## src/rtl/decode_session_controller_pkg.sv

```systemverilog
// Shared decoder-protocol constants and the session state encoding.
package decode_session_controller_pkg;

    localparam logic [7:0] START_DECODING_MSG      = 8'h01;
    localparam logic [7:0] MEASUREMENT_DATA_HEADER = 8'h02;

    // Decoder answers every syndrome with iterations, cycles[15:8], cycles[7:0].
    localparam int RESULT_BYTES = 3;

    typedef enum logic [2:0] {
        IDLE,
        SEND_START,
        SEND_HDR,
        STREAM,
        RECV,
        REPORT,
        ERROR
    } state_t;

    // Bytes of measurement data per syndrome: one byte-padded grid slice per round.
    function automatic int meas_bytes(input int gx, input int gz, input int gu);
        return ((gx * gz + 7) >> 3) * gu;
    endfunction

endpackage

```

## src/rtl/decode_session_controller.sv

```systemverilog
// Sequences a decode session: START once, then HDR + measurement bytes and a 3-byte result per syndrome.
// STREAM is a zero-latency pass-through (s_ready follows dec_in_ready); a result is held until res_ready.
module decode_session_controller
    import decode_session_controller_pkg::*;
#(
    parameter int GRID_WIDTH_X   = 4,
    parameter int GRID_WIDTH_Z   = 1,
    parameter int GRID_WIDTH_U   = 3,
    parameter int TIMEOUT_CYCLES = 65535
) (
    input  logic        clk,
    input  logic        reset,
    input  logic        start,
    input  logic [15:0] cfg_syndromes,
    input  logic [7:0]  s_data,
    input  logic        s_valid,
    output logic        s_ready,
    output logic [7:0]  dec_in_data,
    output logic        dec_in_valid,
    input  logic        dec_in_ready,
    input  logic [7:0]  dec_out_data,
    input  logic        dec_out_valid,
    output logic        dec_out_ready,
    output logic        res_valid,
    input  logic        res_ready,
    output logic [7:0]  res_iterations,
    output logic [15:0] res_cycles,
    output logic        busy,
    output logic        err_timeout,
    output logic [15:0] done_count
);

    localparam int MEAS_BYTES = meas_bytes(GRID_WIDTH_X, GRID_WIDTH_Z, GRID_WIDTH_U);
    localparam int BC_W       = $clog2(MEAS_BYTES + 1);
    localparam int WD_W       = $clog2(TIMEOUT_CYCLES + 1);

    localparam logic [BC_W-1:0] MEAS_LAST = BC_W'(MEAS_BYTES - 1);
    localparam logic [BC_W-1:0] BC_ONE    = BC_W'(1);
    localparam logic [WD_W-1:0] WD_LAST   = WD_W'(TIMEOUT_CYCLES - 1);
    localparam logic [WD_W-1:0] WD_ONE    = WD_W'(1);
    localparam logic [1:0]      RX_LAST   = 2'(RESULT_BYTES - 1);

    state_t            state;
    state_t            state_next;
    logic [15:0]       syn_count;
    logic [BC_W-1:0]   byte_cnt;
    logic [1:0]        rx_cnt;
    logic [WD_W-1:0]   wd_cnt;
    logic              more_syndromes;

    assign more_syndromes = ({1'b0, done_count} + 17'd1) < {1'b0, syn_count};

    always_comb begin
        state_next    = state;
        s_ready       = 1'b0;
        dec_in_valid  = 1'b0;
        dec_in_data   = 8'h00;
        dec_out_ready = 1'b0;
        res_valid     = 1'b0;
        busy          = 1'b1;
        case (state)
            IDLE: begin
                busy = 1'b0;
                if (start && cfg_syndromes != 16'd0) state_next = SEND_START;
            end
            SEND_START: begin
                dec_in_valid = 1'b1;
                dec_in_data  = START_DECODING_MSG;
                if (dec_in_ready) state_next = SEND_HDR;
            end
            SEND_HDR: begin
                dec_in_valid = 1'b1;
                dec_in_data  = MEASUREMENT_DATA_HEADER;
                if (dec_in_ready) state_next = STREAM;
            end
            STREAM: begin
                dec_in_valid = s_valid;
                dec_in_data  = s_data;
                s_ready      = dec_in_ready;
                if (s_valid && dec_in_ready && byte_cnt == MEAS_LAST) state_next = RECV;
            end
            RECV: begin
                dec_out_ready = 1'b1;
                // A result completing on the watchdog's last cycle still wins.
                if (dec_out_valid && rx_cnt == RX_LAST) state_next = REPORT;
                else if (wd_cnt == WD_LAST)             state_next = ERROR;
            end
            REPORT: begin
                res_valid = 1'b1;
                if (res_ready) state_next = more_syndromes ? SEND_HDR : IDLE;
            end
            ERROR: begin
                busy = 1'b0;
                if (start) state_next = (cfg_syndromes != 16'd0) ? SEND_START : IDLE;
            end
            default: begin
                busy       = 1'b0;
                state_next = IDLE;
            end
        endcase
    end

    always_ff @(posedge clk) begin
        if (reset) begin
            state          <= IDLE;
            syn_count      <= 16'd0;
            byte_cnt       <= '0;
            rx_cnt         <= 2'd0;
            wd_cnt         <= '0;
            res_iterations <= 8'h00;
            res_cycles     <= 16'h0000;
            done_count     <= 16'd0;
            err_timeout    <= 1'b0;
        end else begin
            state <= state_next;

            if (state == IDLE && start && cfg_syndromes != 16'd0) begin
                syn_count  <= cfg_syndromes;
                done_count <= 16'd0;
            end

            if (state == ERROR && start) begin
                syn_count   <= cfg_syndromes;
                done_count  <= 16'd0;
                err_timeout <= 1'b0;
            end

            if (state == SEND_HDR) byte_cnt <= '0;

            if (state == STREAM && s_valid && dec_in_ready) byte_cnt <= byte_cnt + BC_ONE;

            if (state != RECV && state_next == RECV) begin
                rx_cnt <= 2'd0;
                wd_cnt <= '0;
            end

            if (state == RECV) begin
                wd_cnt <= wd_cnt + WD_ONE;
                if (dec_out_valid) begin
                    rx_cnt <= rx_cnt + 2'd1;
                    case (rx_cnt)
                        2'd0:    res_iterations   <= dec_out_data;
                        2'd1:    res_cycles[15:8] <= dec_out_data;
                        default: res_cycles[7:0]  <= dec_out_data;
                    endcase
                end
                if (state_next == ERROR) err_timeout <= 1'b1;
            end

            if (state == REPORT && res_ready) done_count <= done_count + 16'd1;
        end
    end

endmodule

```

## config.mk

```make
export PLATFORM = sky130hd
export DESIGN_NAME = decode_session_controller
export DESIGN_NICKNAME = d
export VERILOG_FILES = /design/src/rtl/decode_session_controller_pkg.sv /design/src/rtl/decode_session_controller.sv
export SDC_FILE = /design/constraint.sdc
export NUM_CORES = 1
export LEC_CHECK = 0
export BUFFER_PORTS_ARGS = -buffer_cell sky130_fd_sc_hd__buf_2
export CORE_MARGIN = 2
export CORE_UTILIZATION = 45
export CTS_CLUSTER_DIAMETER = 100
export DETAILED_ROUTE_END_ITERATION = 10
export HOLD_SLACK_MARGIN = 0.06
export PLACE_DENSITY = 0.75
export REMOVE_ABC_BUFFERS = 1
export SLEW_MARGIN = 20
export SYNTH_ARGS = -nofsm -noshare
export SYNTH_HDL_FRONTEND = slang
export SYNTH_SLANG_ARGS = --single-unit
```

## constraint.sdc

```tcl
create_clock -name clk -period 2.8 [get_ports clk]
set_input_delay 0.42 -clock clk [delete_from_list [all_inputs] [get_ports clk]]
set_output_delay 0.42 -clock clk [all_outputs]
set_load 0.01 [all_outputs]
```

* Word level (Yosys, flattened, before mapping)
Cells that the tools add are included. W data, S select, Z words.
Cells by class: add/subtract/negate cells 5, order comparisons 1, equal/unequal tests 13, multiplexer cells 32, bitwise operators 1, reduce and logical (&&, ||, !) cells 24
Operators with widths (count):
- $mux W16 | 7
- $add A16 B1 Y16 const B | 2
- $mux W3 | 8
- $pmux W8 S3 | 1
- $pmux W3 S7 | 1
- $add A16 B1 Y17 const B | 1
- $lt A17 B16 Y1 | 1
- $eq A16 B16 Y1 const B | 1
- $reduce_bool A16 Y1 | 1
- $eq A3 B3 Y1 const B | 5
- $mux W2 | 6
- $logic_and A1 B1 Y1 | 11
- $reduce_and A3 Y1 | 3
- $mux W1 | 8
- $eq A3 B2 Y1 const B | 2
- $reduce_bool A2 Y1 | 3
- $reduce_or A5 Y1 | 1
- $add A2 B1 Y2 const B | 2
- $eq A2 B2 Y1 const B | 2
- $reduce_or A2 Y1 | 2
- $eq A3 B1 Y1 const B | 1
- $logic_not A3 Y1 | 1
- $ne A3 B3 Y1 const B | 1
- $reduce_bool A3 Y1 | 1
- 4 further kinds | 4
Word-level totals: flip-flop bits (word level) 80, input port bits 39, output and inout port bits 54

* Longest topological paths before layout
Gate-level depths: netlist of run 1.
depth in word-level cells 10, mapped depth 11

* Worst setup path after synthesis of run 1
No wires, ideal clock.
kind flip-flop to flip-flop, start reg done_count[0], end reg state[1], library setup time 0.070 ns, arrival time 2.994 ns, setup slack -0.264 ns, cell stages (with the launch flop) 12, path buffers 0, period minus slack after synthesis 3.064 ns, cell sequence dfxtp_1 -> ha_1 -> nand4_1 -> nor3_2 -> nand2_1 -> xnor2_1 -> ha_1 -> a21o_1 -> a211o_1 -> or3_1 -> o32a_1 -> a21oi_1
Between the ends: longest elaborated chain between the ends 5
RTL lines:
- start: declaration | RTL line decode_session_controller.sv:30 | output logic [15:0] done_count
- start signal: assignment | RTL line decode_session_controller.sv:150 | if (state == REPORT && res_ready) done_count <= done_count + 16'd1;
- $add A16 B1 Y17 | RTL line decode_session_controller.sv:51 | assign more_syndromes = ({1'b0, done_count} + 17'd1) < {1'b0, syn_count};
- $lt A17 B16 Y1 | RTL line decode_session_controller.sv:51
- $mux W2 | RTL line decode_session_controller.sv:90 | if (res_ready) state_next = more_syndromes ? SEND_HDR : IDLE;
- $mux W3 | RTL line decode_session_controller.sv:90
- $pmux W3 S7 | RTL line decode_session_controller.sv:61 | case (state)
- end signal: assignment | RTL line decode_session_controller.sv:115 | state <= state_next;
- end: declaration | RTL line decode_session_controller.sv:43 | state_t state;
Every way passes these cells. A chain may end at the register's enable or synchronous reset.

* Final worst setup path of run 1
Ends and elaborated chain as after synthesis.

==> metrics.log, run 1 <==
INFO  metric status = complete, but fails checks
INFO  metric violations = setup timing
INFO  metric drtIter0Drc = 198
INFO  metric globalRoute.busiestLayer = met2
INFO  metric setup.worst_path.end_class = flop
INFO  metric portBuffers = 92
INFO  metric cts_sink_cnt = 80
INFO  metric layout.cells.most_common = sky130_fd_sc_hd__buf_2
INFO  metric cts-root-to-sink-buffers = 2
INFO  metric design.final.nets = 666
INFO  metric clkLatencyLatePin = 0.36 ns
INFO  metric die_width = 101 um
INFO  metric groute.layer.met2.usage = 0.350
INFO  metric detail-route-antenna-nets = 0
INFO  metric critical_path.max_fanout = 6
INFO  metric grt_use_total = 0.200
INFO  metric finalSetupViolations = 1
INFO  metric clk_pin_slew = 0.09 ns
INFO  metric fp-row-count = 35
INFO  metric cellLeakagePower = 2.46 nW
INFO  metric post_route_cells_drive_above_1_share = 0.250
INFO  metric yosys_warnings = 0
INFO  metric synth_ff_type = sky130_fd_sc_hd__dfxtp_1
INFO  metric synth_edf_count = 0
INFO  metric fin_tns_setup = -0.0120 ns
INFO  metric synthesis.area = 0.00426 mm^2
INFO  metric synth.distinct_cells = 52
INFO  metric global_route_congestion_overflow_total = 0
INFO  metric holdCritPathClass = in -> reg
INFO  metric dp.cells = 701
INFO  metric area_growth_syn_to_layout = 21.5%
INFO  metric sequential_to_total_area_share_from_yosys_stat = 0.376
INFO  metric seq_area = 0.00161 mm^2
INFO  metric critical_path_class = reg -> reg
INFO  metric power_per_cell_area = 454 mW/mm^2
INFO  metric vdd.ir_drop.worst = 0.000319 V
INFO  metric area_inside_the_core_boundary = 0.00920 mm^2
INFO  metric grtUsageMet3 = 0.0462
INFO  metric flop_and_latch_count_out_of_synthesis = 80
INFO  metric rsz_0062_raised_after_global_routing = true
INFO  metric route.detailed.wl_per_inst = 14.6 um
INFO  metric wire_length_of_the_first_global_routing_pass = 16500 um
INFO  metric vias_in_the_first_global_route = 3761
INFO  metric tritoncts = built
INFO  metric initial_utilization = 0.464
INFO  metric setup_slack = -0.0120 ns
INFO  metric synthesis.instances = 504
INFO  metric synth_top_area_frac = 0.376
INFO  metric cts_made_buffers = 9
INFO  metric maxSlewHeadroom = 0.524
INFO  metric synth.avg_cell_area = 8.46 um^2
INFO  metric grt_max_degree = 46
INFO  metric slew_violations = 0
INFO  metric globalRouteMet1Util = 0.238
INFO  metric mostFrequentLayoutCells = 92 x sky130_fd_sc_hd__buf_2, 75 x sky130_fd_sc_hd__dfxtp_1, 69 x sky130_fd_sc_hd__nor2_1, 42 x sky130_fd_sc_hd__nand2_1, 40 x sky130_fd_sc_hd__mux2i_1
INFO  metric htree_num_levels = 3
INFO  metric yosysTopAreaCell = sky130_fd_sc_hd__dfxtp_1
INFO  metric drc_errors = 0
INFO  metric multiInputGateArea = 0.00250 mm^2
INFO  metric worst-endpoint-required = 3.09 ns
INFO  metric num_io_pins = 93
INFO  metric avgViaCountPerCell = 5.46
INFO  metric finalHoldViolations = 0
INFO  metric globalplace.congestion = 0.879
INFO  metric die_span_y = 101 um
INFO  metric arrival = 3.11 ns
INFO  metric wl = 10500 um
INFO  metric cts_root_buf = sky130_fd_sc_hd__clkbuf_8
INFO  metric synthArstFlopShare = 0
INFO  metric via_count = 3934
INFO  metric synth.area.top_cells = sky130_fd_sc_hd__dfxtp_1 38%, sky130_fd_sc_hd__mux2i_1 9.4%, sky130_fd_sc_hd__ha_1 6.8%, sky130_fd_sc_hd__nor2_1 6.1%, sky130_fd_sc_hd__nand2_1 3.7%
INFO  metric drv_cap = 0
INFO  metric timing_worst_slew_pin_value = 0.715 ns
INFO  metric finalNonFillerCells = 720
INFO  metric design.die.area = 0.0103 mm^2
INFO  metric dpl.hpwl = 7780 um
INFO  metric antenna_found_initial = 0
INFO  metric fmax = 0.356 GHz
INFO  metric finalCriticalPeriod = 2.81 ns
INFO  metric num-fill-cells = 822
INFO  metric n_antenna_cell = 0
INFO  metric drt_first_pass_iters = 5
INFO  metric critical_path.startpoint_type = flop
INFO  metric final_min_period_over_clock_period = 1.00
INFO  metric fin_skew = 0.00825 ns
-- Yosys cell counts, types with 2 or more instances --
library cell,count
sky130_fd_sc_hd__and3_1,7
sky130_fd_sc_hd__nand2_1,42
sky130_fd_sc_hd__a31oi_1,8
sky130_fd_sc_hd__a21oi_1,26
sky130_fd_sc_hd__a211oi_1,2
sky130_fd_sc_hd__xor2_1,9
sky130_fd_sc_hd__and4_1,4
sky130_fd_sc_hd__or3_1,6
sky130_fd_sc_hd__nor2_1,69
sky130_fd_sc_hd__mux2_1,7
sky130_fd_sc_hd__a21o_1,3
sky130_fd_sc_hd__inv_1,25
sky130_fd_sc_hd__dfxtp_1,80
sky130_fd_sc_hd__mux2i_1,40
sky130_fd_sc_hd__nor3_1,12
sky130_fd_sc_hd__nand2b_1,4
sky130_fd_sc_hd__nand4_1,9
sky130_fd_sc_hd__or2_0,2
sky130_fd_sc_hd__ha_1,23
sky130_fd_sc_hd__buf_2,7
sky130_fd_sc_hd__xnor2_1,9
sky130_fd_sc_hd__nor2b_1,6
sky130_fd_sc_hd__nor4_1,4
sky130_fd_sc_hd__o21ai_0,10
sky130_fd_sc_hd__clkbuf_1,20
sky130_fd_sc_hd__a311oi_1,7
sky130_fd_sc_hd__nand3_1,24
sky130_fd_sc_hd__nand3_2,3
sky130_fd_sc_hd__o211ai_1,2
sky130_fd_sc_hd__and2_1,12
-- metrics by stage --
stage	instance area, um^2	power [mW]	util	hold WS [ns]	setup WS (ns)
after detailed placement	4910	1.53	0.534	0.475	-0.111
final	5180	2.35	0.563	0.309	-0.0120
after global placement	4910	1.52	0.534	0.461	0.0390
after global routing	5180	2.45	0.563	0.302	-0.129
after CTS	5110	2.37	0.556	0.299	0.000194
after floorplan	4150	1.41	-	0.442	-0.264
-- critical path: stages (launching register included) --
cell	delay, ns
sky130_fd_sc_hd__dfxtp_4	0.40
sky130_fd_sc_hd__buf_4	0.13
sky130_fd_sc_hd__nand3_4	0.05
sky130_fd_sc_hd__or2_4	0.25
sky130_fd_sc_hd__or3_4	0.38
sky130_fd_sc_hd__xnor2_1	0.16
sky130_fd_sc_hd__ha_2	0.19
sky130_fd_sc_hd__a21o_1	0.17
sky130_fd_sc_hd__a211o_1	0.29
sky130_fd_sc_hd__or3_1	0.30
sky130_fd_sc_hd__o32a_1	0.29
sky130_fd_sc_hd__a21oi_1	0.12
-- cells by family (layout without fill, tap and decap cells) --
group | Yosys count | in the layout | share of synthesized area
AO/OA/AOI/OAI | 69 | 69 | 0.104
XOR/XNOR | 18 | 18 | 0.0370
adder cells (fa/ha/maj) | 23 | 23 | 0.0675
buffers and inverters | 52 | 157 | 0.0478
flip-flops | 80 | 80 | 0.376
multiplexers | 48 | 48 | 0.115
AND/OR/NAND/NOR | 214 | 214 | 0.253
-- routing by layer --
layer	share of wire	vias up
li1	-	1962
met1	0.43	1847
met2	0.50	102
met3	0.046	23
met4	0.021	0
met5	0	-
-- state kept, by name (all words and copies together), names as in the netlist --
register,flops
res_cycles,16
res_iterations,8
wd_cnt,16
err_timeout,1
syn_count,16
done_count,16
byte_cnt,2
state,3
rx_cnt,2
-- worst paths after layout --
check | start | endpoint | slack, ns | depth (start not counted)
max | done_count[0]$_SDFFE_PP0P_ | state[1]$_SDFF_PP0_ | -0.01 | 11
min reg2reg | byte_cnt[0]$_SDFFE_PP0P_ | byte_cnt[0]$_SDFFE_PP0P_ | 0.49 | 2
min | cfg_syndromes[13] | syn_count[13]$_SDFFE_PP0P_ | 0.31 | 3
max reg2reg | done_count[0]$_SDFFE_PP0P_ | state[1]$_SDFF_PP0_ | -0.01 | 11
-- cell type report --
type                    count  area share
multi-input cells         372       0.482
flip-flops and latches     80       0.312
repair buffers            116       0.124
well taps                 111      0.0268
clock buffers               9      0.0239
inverters                  25      0.0181
clock inverters             7      0.0138
-- report_power, final --
part           switching, mW  leakage (nW)  internal, mW
registers             0.0348         0.650          1.16
logic                  0.176          1.71         0.131
clock network          0.491         0.100         0.352
total                  0.701          2.46          1.65
-- what timing repair did --
action | CTS | global route
setup endpoints to repair | 1 | 1
buffers inserted | 0 | 3
pin swaps | 2 | 6
hold buffers | 0 | 0
gates resized for setup | 3 | 10
(Power assumes the default switching activity.)
==> run 2: changes to the inputs <==
CORE_MARGIN = 10   (was 2)
==> run 2 against run 1 <==
Net effect: the flow now finishes without violations; power increased by 4.3%; flip-flop and latch count unchanged; cell area increased by 1.7%; non-clock buffer count increased by 4; first-iteration DRC count increased by 33%; clock power increased by 12%; fmax increased by 2.2%; global-route usage decreased by 4.3 points; core utilization increased by 0.71 points.
==> metrics.log, run 2 (synthesized netlist as in run 1, its figures left out) <==
INFO  metric tritoncts = built
INFO  metric vias_in_the_first_global_route = 4072
INFO  metric finalCriticalPeriod = 2.75 ns
INFO  metric drv_cap = 0
INFO  metric via_count = 3937
INFO  metric detail-route-antenna-nets = 0
INFO  metric fp-row-count = 35
INFO  metric holdCritPathClass = in -> reg
INFO  metric cellLeakagePower = 2.50 nW
INFO  metric setup.worst_path.end_class = flop
INFO  metric drt_first_pass_iters = 4
INFO  metric place_worst_setup_slack = -0.0787 ns
INFO  metric critical_path.max_fanout = 3
INFO  metric rsz_0062_raised_after_global_routing = true
INFO  metric finalHoldViolations = 0
INFO  metric num-fill-cells = 836
INFO  metric worst_r2r_path_depth = 12
INFO  metric dpl.hpwl = 8600 um
INFO  metric finalSetupViolations = 0
INFO  metric worst-endpoint-required = 3.09 ns
INFO  metric antenna_found_initial = 0
INFO  metric cts_made_buffers = 9
INFO  metric area_growth_syn_to_layout = 23.6%
INFO  metric maxSlewHeadroom = 0.519
INFO  metric drc_errors = 0
INFO  metric reg2reg_to = state[1]$_SDFF_PP0_
INFO  metric num_io_pins = 93
INFO  metric initial_utilization = 0.461
INFO  metric status = finished clean
INFO  metric design.die.area = 0.0138 mm^2
INFO  metric cts-root-to-sink-buffers = 2
INFO  metric die_span_y = 117 um
INFO  metric post_route_cells_drive_above_1_share = 0.259
INFO  metric drtIter0Drc = 264
INFO  metric grt_use_total = 0.157
INFO  metric final_min_period_over_clock_period = 0.983
INFO  metric setup_slack = 0.0482 ns
INFO  metric hold_path_depth = 3
INFO  metric area_inside_the_core_boundary = 0.00924 mm^2
INFO  metric clkLatencyLatePin = 0.36 ns
INFO  metric fmax = 0.363 GHz
INFO  metric arrival = 3.04 ns
INFO  metric critical_path.startpoint_type = flop
INFO  metric crit_reg_reg_startpoint = done_count[0]$_SDFFE_PP0P_
INFO  metric multiInputGateArea = 0.00250 mm^2
INFO  metric design.final.nets = 670
INFO  metric postLayoutCoreUtil = 0.570
INFO  metric hold_worst_path_end = syn_count[4]$_SDFFE_PP0P_
INFO  metric htree_num_levels = 3
INFO  metric slew_violations = 0
INFO  metric seq_area = 0.00162 mm^2
INFO  metric wl = 11100 um
INFO  metric mostFrequentLayoutCells = 92 x sky130_fd_sc_hd__buf_2, 74 x sky130_fd_sc_hd__dfxtp_1, 69 x sky130_fd_sc_hd__nor2_1, 41 x sky130_fd_sc_hd__nand2_1, 40 x sky130_fd_sc_hd__mux2i_1
INFO  metric layout.cells.most_common = sky130_fd_sc_hd__buf_2
INFO  metric wire_length_of_the_first_global_routing_pass = 18800 um
INFO  metric globalplace.congestion = 0.850
INFO  metric ff2ff_setup_slack = 0.05 ns
INFO  metric vdd.ir_drop.worst = 0.000285 V
INFO  metric portBuffers = 92
INFO  metric critical_path_class = reg -> reg
INFO  metric hold_path_startpoint = cfg_syndromes[4]
INFO  metric global_route_congestion_overflow_total = 0
INFO  metric clk_pin_slew = 0.08 ns
INFO  metric power_per_cell_area = 465 mW/mm^2
INFO  metric cts_hold_buffers = 0
INFO  metric fin_skew = 0.0102 ns
INFO  metric cts_root_buf = sky130_fd_sc_hd__clkbuf_8
INFO  metric avgViaCountPerCell = 5.31
INFO  metric route.detailed.wl_per_inst = 15.0 um
INFO  metric cts_sink_cnt = 80
INFO  metric grt_max_degree = 30
INFO  metric n_antenna_cell = 0
INFO  metric timing_worst_slew_pin_value = 0.722 ns
INFO  metric die_width = 117 um
[run 2: where the power goes]
part           leakage [nW]  total [mW]  internal (mW)  switching [mW]
combinational          1.74       0.311          0.135           0.176
sequential            0.651        1.20           1.16          0.0353
clock                 0.107       0.939          0.507           0.432
total                  2.50        2.45           1.80           0.643
[run 2: critical path, stage by stage, from the launching register on]
cell	delay (ns)
sky130_fd_sc_hd__dfxtp_4	0.38
sky130_fd_sc_hd__ha_4	0.14
sky130_fd_sc_hd__nand4_1	0.14
sky130_fd_sc_hd__nor3_2	0.29
sky130_fd_sc_hd__buf_4	0.17
sky130_fd_sc_hd__nand3_2	0.08
sky130_fd_sc_hd__xnor2_1	0.16
sky130_fd_sc_hd__ha_1	0.35
sky130_fd_sc_hd__a21oi_2	0.16
sky130_fd_sc_hd__nand2_1	0.07
sky130_fd_sc_hd__or3_1	0.36
sky130_fd_sc_hd__o32a_1	0.29
sky130_fd_sc_hd__a21oi_1	0.11
[run 2: what timing repair did]
item / 4_1_cts / 5_1_grt
setup endpoints to repair: 1 / 1
pin swaps: 2 / 9
resized for setup: 5 / 12
buffers inserted: 0 / 4
[run 2: worst max-delay path by stage]
stage	end	depth (start not counted)	start	slack, ns
detailed placement	state[1]$_SDFF_PP0_	10	done_count[7]$_SDFFE_PP0P_	-0.08
CTS	state[1]$_SDFF_PP0_	10	done_count[6]$_SDFFE_PP0P_	0.01
global placement	state[1]$_SDFF_PP0_	10	done_count[7]$_SDFFE_PP0P_	0.03
global route	state[1]$_SDFF_PP0_	12	done_count[0]$_SDFFE_PP0P_	-0.09
floorplan	state[1]$_SDFF_PP0_	11	done_count[0]$_SDFFE_PP0P_	-0.26
finish	state[1]$_SDFF_PP0_	12	done_count[0]$_SDFFE_PP0P_	0.05
[run 2: stage by stage]
stage / power [mW] / hold WS [ns] / instance area, um^2 / std cells / setup TNS [ns]
floorplan: 1.41 / 0.442 / 4150 / 477 / -1.86
global placement: 1.53 / 0.460 / 4960 / 722 / 0
detailed placement: 1.54 / 0.465 / 4960 / 722 / -0.0787
CTS: 2.48 / 0.294 / 5190 / 738 / 0
global route: 2.57 / 0.309 / 5270 / 742 / -0.0902
finish: 2.45 / 0.309 / 5270 / 742 / 0
[run 2: routing by layer]
| layer | part of all wire | global-route usage | vias up |
|---|---|---|---|
| met5 | 0 | 0 | - |
| met3 | 0.055 | 0.0460 | 19 |
| met4 | 0.021 | 0.0423 | 0 |
| li1 | - | - | 1970 |
| met1 | 0.40 | 0.171 | 1848 |
| met2 | 0.52 | 0.286 | 100 |
[run 2: layout make-up]
type                       count  area share
clock buffer                  10      0.0242
sequential                    80       0.307
multi-input combinational    372       0.475
timing repair buffer         120       0.127
tap                          129      0.0306
inverter                      25      0.0178
clock inverter                 6      0.0178
==> run 3: changes to the inputs <==
BUFFER_PORTS_ARGS = -buffer_cell sky130_fd_sc_hd__buf_4   (was -buffer_cell sky130_fd_sc_hd__buf_2)
CORE_MARGIN = 5   (was 10)
PLACE_DENSITY = unset   (was 0.75)
PLACE_DENSITY_LB_ADDON = 0.3   (was unset)
==> run 3 against run 2 <==
Net effect: combinational power is 8.4% higher; worst setup slack gained 0.026 ns; critical path type unchanged; flip-flop and latch count unchanged; fmax grew 0.96%; power rose by 3.3%.
==> metrics.log, run 3 (synthesized netlist as in run 1, its figures left out) <==
INFO  metric fin_tns_setup = 0 ns
INFO  metric post_route_cells_drive_above_1_share = 0.251
INFO  metric design.final.nets = 667
INFO  metric cts_made_buffers = 9
INFO  metric dpl.hpwl = 8150 um
INFO  metric finalNonFillerCells = 739
INFO  metric drt_first_pass_iters = 4
INFO  metric die_span_y = 107 um
INFO  metric power_per_cell_area = 462 mW/mm^2
INFO  metric cts_sink_cnt = 80
INFO  metric finalCriticalPeriod = 2.73 ns
INFO  metric cts_root_buf = sky130_fd_sc_hd__clkbuf_8
INFO  metric critical_path_class = reg -> reg
INFO  metric avgViaCountPerCell = 5.24
INFO  metric dp.cells = 721
INFO  metric fin_area = 0.00547 mm^2
INFO  metric fin_skew = 0.00801 ns
INFO  metric num_io_pins = 93
INFO  metric vias_in_the_first_global_route = 3819
INFO  metric die_width = 107 um
INFO  metric tritoncts = built
INFO  metric slew_violations = 0
INFO  metric layout.cells.most_common = sky130_fd_sc_hd__buf_4
INFO  metric detail-route-antenna-nets = 0
INFO  metric area_growth_syn_to_layout = 28.4%
INFO  metric placedInstanceArea = 0.00518 mm^2
INFO  metric clkLatencyLatePin = 0.35 ns
INFO  metric globalplace.congestion = 0.876
INFO  metric drtIter0Drc = 259
INFO  metric critical_path.startpoint_type = flop
INFO  metric drv_cap = 0
INFO  metric critical_path.max_stage_delay = 0.39 ns
INFO  metric power.total = 2.53 mW
INFO  metric wire_length_of_the_first_global_routing_pass = 17900 um
INFO  metric antenna_found_initial = 0
INFO  metric finalHoldViolations = 0
INFO  metric num-fill-cells = 811
INFO  metric maxSlewHeadroom = 0.504
INFO  metric fp-row-count = 35
INFO  metric setup.worst_path.end_class = flop
INFO  metric cellLeakagePower = 2.51 nW
INFO  metric wl = 10800 um
INFO  metric arrival = 3.01 ns
INFO  metric global_route_congestion_overflow_total = 0
INFO  metric rsz_0062_raised_after_global_routing = true
INFO  metric final_min_period_over_clock_period = 0.973
INFO  metric htree_num_levels = 3
INFO  metric grt_max_degree = 33
INFO  metric clk_pin_slew = 0.09 ns
INFO  metric initial_utilization = 0.461
INFO  metric finalSetupViolations = 0
INFO  metric setup_slack = 0.0745 ns
INFO  metric grt_use_total = 0.190
INFO  metric portBuffers = 92
INFO  metric worst-endpoint-required = 3.09 ns
INFO  metric mostFrequentLayoutCells = 117 x sky130_fd_sc_hd__buf_4, 77 x sky130_fd_sc_hd__dfxtp_1, 69 x sky130_fd_sc_hd__nor2_1, 42 x sky130_fd_sc_hd__nand2_1, 40 x sky130_fd_sc_hd__mux2i_1
INFO  metric route.detailed.wl_per_inst = 14.7 um
INFO  metric n_antenna_cell = 0
INFO  metric design.die.area = 0.0115 mm^2
INFO  metric critical_path.cell_chain = nand2_1, or2_4, or3_4, xnor2_1, ha_2, a21o_1, a211o_1, or3_1, o32a_1, a21oi_1
INFO  metric fmax = 0.367 GHz
INFO  metric holdCritPathClass = in -> reg
INFO  metric area_inside_the_core_boundary = 0.00924 mm^2
INFO  metric hold-worst-slack = 0.304 ns
INFO  metric vdd.ir_drop.worst = 0.000293 V
INFO  metric status = finished clean
INFO  metric via_count = 3874
INFO  metric place_worst_setup_slack = -0.0516 ns
INFO  metric critical_path.max_fanout = 4
INFO  metric drc_errors = 0
INFO  metric timing_worst_slew_pin_value = 0.744 ns
INFO  metric cts-root-to-sink-buffers = 2
INFO  metric cpMaxStageDelayCell = sky130_fd_sc_hd__dfxtp_1
INFO  metric postLayoutCoreUtil = 0.592
## run 3: changes by cell type in the layout (fill, tap and decap cells not counted), sizes merged
cell / change
buf: -3
clkinv: -3
inv: +2
clkbuf: +1
## run 3: what timing repair did
action	4_1_cts	5_1_grt
buffers inserted	0	2
hold buffers	0	0
setup endpoints to repair	1	1
pin swaps	0	4
resized for setup	3	7
gates cloned	0	0
## run 3: area by class of cell
cell class	count	area, um^2	share of cell area
Multi-Input combinational cell	372	2490	0.455
Sequential cell	80	1610	0.294
Timing Repair Buffer	117	878	0.160
Tap cell	129	161	0.0295
Clock buffer	11	151	0.0277
Inverter	25	93.8	0.0171
Clock inverter	5	85.1	0.0155
## run 3: final timing paths
path                               from                         to  slack [ns]  cells past startpoint
min                    cfg_syndromes[2]  syn_count[2]$_SDFFE_PP0P_        0.30                      3
min reg2reg    byte_cnt[0]$_SDFFE_PP0P_   byte_cnt[0]$_SDFFE_PP0P_        0.48                      2
max reg2reg  done_count[4]$_SDFFE_PP0P_        state[1]$_SDFF_PP0_        0.07                     10
max          done_count[4]$_SDFFE_PP0P_        state[1]$_SDFF_PP0_        0.07                     10
## run 3: critical path: cells and delay by family, from the launching register on
kind | cells | cell delay, ns
flip-flops | 1 | 0.39
XOR/XNOR | 1 | 0.14
AO/OA/AOI/OAI | 4 | 0.86
AND/OR/NAND/NOR | 4 | 1.10
adder cells (fa/ha/maj) | 1 | 0.17
## run 3: power breakdown
group / switching, mW / leakage (nW) / internal [mW]
Combinational: 0.181 / 1.74 / 0.157
Sequential: 0.0355 / 0.649 / 1.16
Clock: 0.434 / 0.117 / 0.557
## run 3: per-layer routing
layer	global-route usage	vias up	wire, um
li1	-	1958	-
met1	0.230	1807	4640
met2	0.333	88	5460
met3	0.0354	21	542
met4	0.0694	0	206
met5	0	-	0
